[config.mk]
export PLATFORM = sky130hd
export DESIGN_NAME = axi_wrr_arbiter
export DESIGN_NICKNAME = d
export VERILOG_FILES = /design/src/rtl/axi_xbar_pkg.sv /design/src/rtl/axi_rr_pick.sv /design/src/rtl/axi_wrr_arbiter.sv
export SDC_FILE = /design/constraint.sdc
export NUM_CORES = 1
export LEC_CHECK = 0
export ABC_AREA = 0
export BUFFER_PORTS_ARGS = -buffer_cell sky130_fd_sc_hd__buf_4
export CORE_MARGIN = 2
export CORE_UTILIZATION = 45
export DETAILED_ROUTE_END_ITERATION = 8
export HOLD_SLACK_MARGIN = 0.15
export PLACE_DENSITY = 0.72
export SYNTH_ARGS = -nofsm -noshare
export SYNTH_HDL_FRONTEND = slang
export SYNTH_HIERARCHICAL = 1
export SYNTH_SLANG_ARGS = --single-unit
[constraint.sdc]
create_clock -name aclk -period 2.18 [get_ports aclk]
set_clock_uncertainty 0.05 [all_clocks]
set_input_delay 0.327 -clock aclk [delete_from_list [all_inputs] [get_ports aclk]]
set_output_delay 0.327 -clock aclk [all_outputs]
set_load 0.05 [all_outputs]
[src/rtl/axi_xbar_pkg.sv]
// rtl/axi_xbar_pkg.sv - shared arbiter types and weight helper
// Purpose: state type for the crossbar arbiters and the weight clamp that
//          turns a programmed weight of zero into a single grant.
// Ports:   none (package).
package axi_xbar_pkg;

    typedef enum logic [0:0] {
        IDLE  = 1'b0,
        GRANT = 1'b1
    } arb_state_t;

    // A weight of zero would starve the requester, so it counts as one grant.
    function automatic logic [31:0] eff_w(input logic [31:0] w);
        return (w == 32'd0) ? 32'd1 : w;
    endfunction

endpackage

[src/rtl/axi_rr_pick.sv]
// rtl/axi_rr_pick.sv - rotating first-requester search
// Purpose: finds the first set request bit in the order ptr+1, ptr+2, ...,
//          ptr+N_REQ (mod N_REQ).
// Ports:   req   - request vector, bit i = requester i
//          ptr   - index of the previous winner
//          idx   - index of the selected requester (0 when none)
//          found - high when any request bit is set
module axi_rr_pick #(
    parameter int N_REQ = 2,
    parameter int PTR_W = $clog2(N_REQ)
) (
    input  logic [N_REQ-1:0] req,
    input  logic [PTR_W-1:0] ptr,
    output logic [PTR_W-1:0] idx,
    output logic             found
);

    logic [2*N_REQ-1:0] dbl;
    logic [N_REQ-1:0]   rot;

    always_comb begin
        // Duplicating the vector turns the modular wrap into a plain shift:
        // rot[k] corresponds to requester (ptr+1+k) mod N_REQ.
        dbl   = {req, req};
        rot   = N_REQ'(dbl >> (32'(ptr) + 32'd1));
        idx   = '0;
        found = 1'b0;
        // Scan downwards so the nearest requester after ptr is the last write.
        for (int k = N_REQ - 1; k >= 0; k--) begin
            if (rot[k]) begin
                found = 1'b1;
                idx   = PTR_W'((32'(ptr) + 32'd1 + 32'(k)) % 32'(N_REQ));
            end
        end
    end

endmodule

[src/rtl/axi_wrr_arbiter.sv]
// rtl/axi_wrr_arbiter.sv - weighted round-robin arbiter with held grant
// Purpose: grants one requester at a time; the previous winner may keep the
//          grant for up to its weight in consecutive arbitrations, after which
//          the search rotates on. A grant is held until ack_i.
// Ports:   aclk, aresetn - clock, asynchronous active-low reset
//          req_i         - per-requester request
//          weight_i      - packed weights, requester i at [i*WEIGHT_W +: WEIGHT_W]
//          ack_i         - releases the current grant
//          grant_o       - one-hot registered grant
//          grant_idx_o   - index of the last winner
//          busy_o        - high while a grant is held
module axi_wrr_arbiter
    import axi_xbar_pkg::*;
#(
    parameter int N_REQ    = 2,
    parameter int WEIGHT_W = 4,
    localparam int PTR_W   = $clog2(N_REQ)
) (
    input  logic                      aclk,
    input  logic                      aresetn,
    input  logic [N_REQ-1:0]          req_i,
    input  logic [N_REQ*WEIGHT_W-1:0] weight_i,
    input  logic                      ack_i,
    output logic [N_REQ-1:0]          grant_o,
    output logic [PTR_W-1:0]          grant_idx_o,
    output logic                      busy_o
);

    arb_state_t          state;
    logic [PTR_W-1:0]    ptr;
    logic [WEIGHT_W-1:0] rem;
    logic [N_REQ-1:0]    grant_q;

    logic [PTR_W-1:0]    pick_idx;
    logic                pick_found;
    logic [WEIGHT_W-1:0] pick_w;
    logic                favoured;
    logic [PTR_W-1:0]    win;
    logic [WEIGHT_W-1:0] rem_nxt;

    axi_rr_pick #(
        .N_REQ (N_REQ),
        .PTR_W (PTR_W)
    ) u_pick (
        .req   (req_i),
        .ptr   (ptr),
        .idx   (pick_idx),
        .found (pick_found)
    );

    always_comb begin
        pick_w   = weight_i[32'(pick_idx)*WEIGHT_W +: WEIGHT_W];
        // The last winner keeps priority while it still has grants left.
        favoured = req_i[ptr] && (rem != '0);
        if (favoured) begin
            win     = ptr;
            rem_nxt = rem - WEIGHT_W'(1);
        end else begin
            win     = pick_idx;
            rem_nxt = WEIGHT_W'(eff_w(32'(pick_w)) - 32'd1);
        end
    end

    always_ff @(posedge aclk or negedge aresetn) begin
        if (!aresetn) begin
            state   <= IDLE;
            grant_q <= '0;
            // Starting at the last index makes the first search begin at 0.
            ptr     <= PTR_W'(N_REQ - 1);
            rem     <= '0;
        end else begin
            case (state)
                IDLE: begin
                    if (favoured || pick_found) begin
                        state   <= GRANT;
                        grant_q <= N_REQ'(1) << win;
                        ptr     <= win;
                        rem     <= rem_nxt;
                    end
                end
                GRANT: begin
                    // ptr and rem persist so the next arbitration can favour
                    // the same requester.
                    if (ack_i) begin
                        state   <= IDLE;
                        grant_q <= '0;
                    end
                end
                default: begin
                    state   <= IDLE;
                    grant_q <= '0;
                end
            endcase
        end
    end

    assign grant_o     = grant_q;
    assign grant_idx_o = ptr;
    assign busy_o      = (state == GRANT);

endmodule

==> results summary <==
The run finished with clean final reports. In the final layout, flip-flops and latches occupy 203 um2. The detail-routed via count per cell came out at 5.72. The initial standard-cell utilization of the core came out at 48.4%. On the critical path, the stage with the largest delay is an instance of or4_4.

Walking the worst path, the cells encountered are or4_4 -> and2_4 -> nor2_1 -> a21oi_1 -> ha_2 -> nand3_1 -> o32ai_2 -> a221oi_1. The area of the core is 1320 um2. For this run, the total global-route usage over all layers was measured as 18.1%. The number of flip-flops and latches in the synthesized netlist came out at 8. The core utilization of the finished layout came out at 62.3%. After synthesis, the cell types taking the most area are dfrtp_1 (27%), mux2i_1 (6.3%), dfstp_2 (4.1%). STA classifies the critical path startpoint as a flop. The average instance area after synthesis came out at 9.67 um2. Summed over all layers, the global routing overflow is 0. The routed metal-1 wirelength is 697 um. The total CTS buffers came out at 3.

The number of core rows came out at 13. The routed length on met2 is 642 um. Data on the critical path is required at its endpoint by 2280 ps. The first global-routing pass estimated 2400 um of wire. The die span in x came out at 41.7 um. For the pin with the worst max-slew slack, the measured transition is 507 ps. After layout, the minimum clock period comes to 2120 ps. The ratio of cells with drive above 1 in the final layout came out at 41.2%.

Based on the critical path, the design can be clocked at up to 472 MHz. The final layout contains 100 nets. TritonCTS built the clock tree.

The number of sinks on the clock net came out at 8. The power density normalized to cell area is 1120 nW/um2. The repair_antennas step left the layout with diodes totalling 0. The number of top-level design ports is 17. From bottom edge to top edge, the die measures 41.7 um. The overall power is 921 uW. The internal reg-to-reg setup slack is 60 ps. Setup violations remaining at the end of the flow were counted as 0.

The worst hold path begins at ack_i. The most used flip-flop cell after synthesis is dfrtp_1. The endpoint identified for the worst register-to-register timing path is rem[2]$_DFFE_PN0P_. The post-detailed-routing wire length came out at 1430 um. The number of global-route vias before repair is 523. Clock-pin slew was measured on the worst setup and hold paths at 60 ps.

The cell type group with the largest total delay on the critical path is simple AND/OR/NAND/NOR gates. The number of unique standard cell types used by synthesis came out at 36. Summing over every cut layer, the via total after detailed routing is 572. Summing all multi-input logic gate instances after layout gives 417 um2. The count of antenna-violating nets left after detailed routing is 0.

The total iterations of the first detailed-routing run is 4. The most critical setup path has its startpoint at rem[0]$_DFFE_PN0P_. The area of the mapped netlist came out at 638 um2. For this design the static power due to leakage is 0.372 nW. The worst setup path is captured at a flop. The cell at the root of the clock tree is clkbuf_4. The number of antenna violations at the first check in global routing is 0. The number of max-capacitance violations reported is 0. The number of buffers and inverters on the critical path came out at 0. After technology mapping, the gate count stands at 66. After detailed routing, no signal wire sits above met4.

The worst-case reg-to-reg path depth is 8. The critical path in this run is classified as reg2reg. The number of nets produced by synthesis is 80. Relative to the synthesized area, the layout overhead comes to 28.6%. The critical path's largest stage delay came out at 550 ps. The yosys synthesis warning count came out at 6.

The number of inserted filler cells in the final layout came out at 117. The fraction of post-synthesis cell area in the top cell type by area is 27.5%. The buffer depth of the longest clock path came out at 2.

At the end of routability-driven placement, the weighted congestion stood at 0.808. The final max-slew violation count is 0. The count of unresolved DRC violations after routing is 0. For hold timing, the worst endpoint is busy_o$_DFF_PN0_.

The violation count after the first detailed-routing iteration is 8. Of all nets on the critical path, the largest fanout is 7. Headroom to the max-slew limit came out at 66.2%. The worst register-to-register path begins at rem[0]$_DFFE_PN0P_.

The min-delay analysis places its worst path in the category in2reg. The number of hold-slack violations in the final timing report came to 0. The count of buffers from port buffering is 16. The overall die area is 1740 um2. The wire length on met3 is 85 um. Of all cell types, the one taking the most synthesized area is dfrtp_1. The total half-perimeter wirelength after legalization and detailed placement came out at 1070 um. The detail-routed net length per standard cell came out at 14.3 um. After synthesis, flip-flops and latches occupy 31.6% of the total area. The number of cells traversed by the worst hold path came out at 2. The number of enable flip-flop cells after synthesis is 0. The arrival time of data at the critical path endpoint came out at 2220 ps. The share of the clock period used by the worst path came out at 97.1%. The number of levels the H-tree was split into came out at 1. The clock network latency to the later pin of the worst-skew pair is 260 ps. Entering global routing, the biggest net connects 14 pins. Counting flops with an async set or reset pin after synthesis yields a share of 100%.

The worst vdd rail ir drop came out at 0.584 mV.
## report_power, final
part	internal [mW]	total [mW]	switching (mW)
clock network	0.0706	0.129	0.0584
logic	0.226	0.504	0.279
registers	0.217	0.288	0.0706
total	0.513	0.921	0.408
## cells in the final DEF (no fill, tap or decap)
cell type	n
nor3b_1	2
a22oi_1	1
dfrtp_1	6
and2_4	1
and3_1	1
nor3_1	5
nor2_1	3
a21oi_2	1
a21oi_1	3
a211oi_2	1
nand3_1	2
nand2b_1	3
or4_4	1
o21ai_0	1
a221oi_1	1
nand2_1	3
o21ba_1	1
mux2_2	1
a21o_1	2
or2_1	1
inv_1	3
nor3_2	1
ha_2	1
o311ai_2	1
o31ai_4	1
o21bai_4	1
mux2i_1	4
clkbuf_1	1
dlygate4sd3_1	1
clkbuf_4	3
buf_4	18
dfrtp_2	1
mux2_4	1
a21boi_0	1
o21a_1	1
dfstp_2	1
o31ai_1	3
o32ai_2	1
o311ai_0	1
## kinds of logic after synthesis
group	synth area share [%]
AND/OR/NAND/NOR	21.0
AO/OA/AOI/OAI	30.4
flip-flops	31.6
buffers and inverters	5.29
multiplexers	9.80
adder cells (fa/ha/maj)	1.96
## state kept, by name (all words and copies together), names as in the netlist
name and cells:
grant_o 2, busy_o 1, grant_idx_o 1, rem 4
## worst register-to-register path: stages, from the launching register on
cell	delay, ps
dfrtp_2	440
or4_4	550
and2_4	190
nor2_1	100
a21oi_1	50
ha_2	190
nand3_1	100
o32ai_2	80
a221oi_1	260
## Yosys cell counts, types with 2 or more instances
| library cell | count |
|---|---|
| a21o_1 | 2 |
| a21oi_1 | 3 |
| clkbuf_1 | 2 |
| dfrtp_1 | 7 |
| inv_1 | 3 |
| mux2_2 | 2 |
| mux2i_1 | 4 |
| nand2_1 | 3 |
| nand2b_1 | 3 |
| nand3_1 | 2 |
| nor2_1 | 3 |
| nor3_1 | 5 |
| nor3b_1 | 2 |
| o31ai_1 | 3 |
## metrics by stage
stage	hold slack [ps]	setup slack, ps	setup TNS (ps)	std cells	instance area (um2)
2_1_floorplan	-18.6	-29.4	-29.4	66	642
3_3_place_gp	101	163	0	95	773
3_5_place_dp	103	78.9	0	95	773
4_1_cts	215	91.5	0	100	810
5_1_grt	212	-22.1	-22.1	100	821
6_report	219	62.6	0	100	821
## per-layer routing
| layer | GRT usage [%] | vias up |
|---|---|---|
| met4 | 3.87 | 0 |
| met2 | 25.0 | 17 |
| met3 | 6.96 | 2 |
| met1 | 26.5 | 267 |
| li1 | - | 286 |
| met5 | 0 | - |
## worst max-delay path by stage
stage | to | slack [ps] | cells after the start
3_5_place_dp | rem[2]$_DFFE_PN0P_ | 80 | 8
4_1_cts | rem[2]$_DFFE_PN0P_ | 90 | 7
6_report | rem[2]$_DFFE_PN0P_ | 60 | 8
2_1_floorplan | rem[2]$_DFFE_PN0P_ | -30 | 8
5_1_grt | rem[2]$_DFFE_PN0P_ | -20 | 9
3_3_place_gp | rem[2]$_DFFE_PN0P_ | 160 | 8
## area by class of cell
type	instances	share of cell area [%]
Sequential cell	8	24.7
Timing Repair Buffer	19	17.7
Multi-Input combinational cell	51	50.8
Clock buffer	4	3.20
Inverter	3	1.37
Tap cell	15	2.29
## repair_timing
item	4_1_cts	5_1_grt
setup endpoints to repair	0	1
hold endpoints to repair	8	0
hold buffers	1	0
setup buffers	0	0
gates resized for setup	0	3
Note: power is estimated with default switching activity, not from simulation.
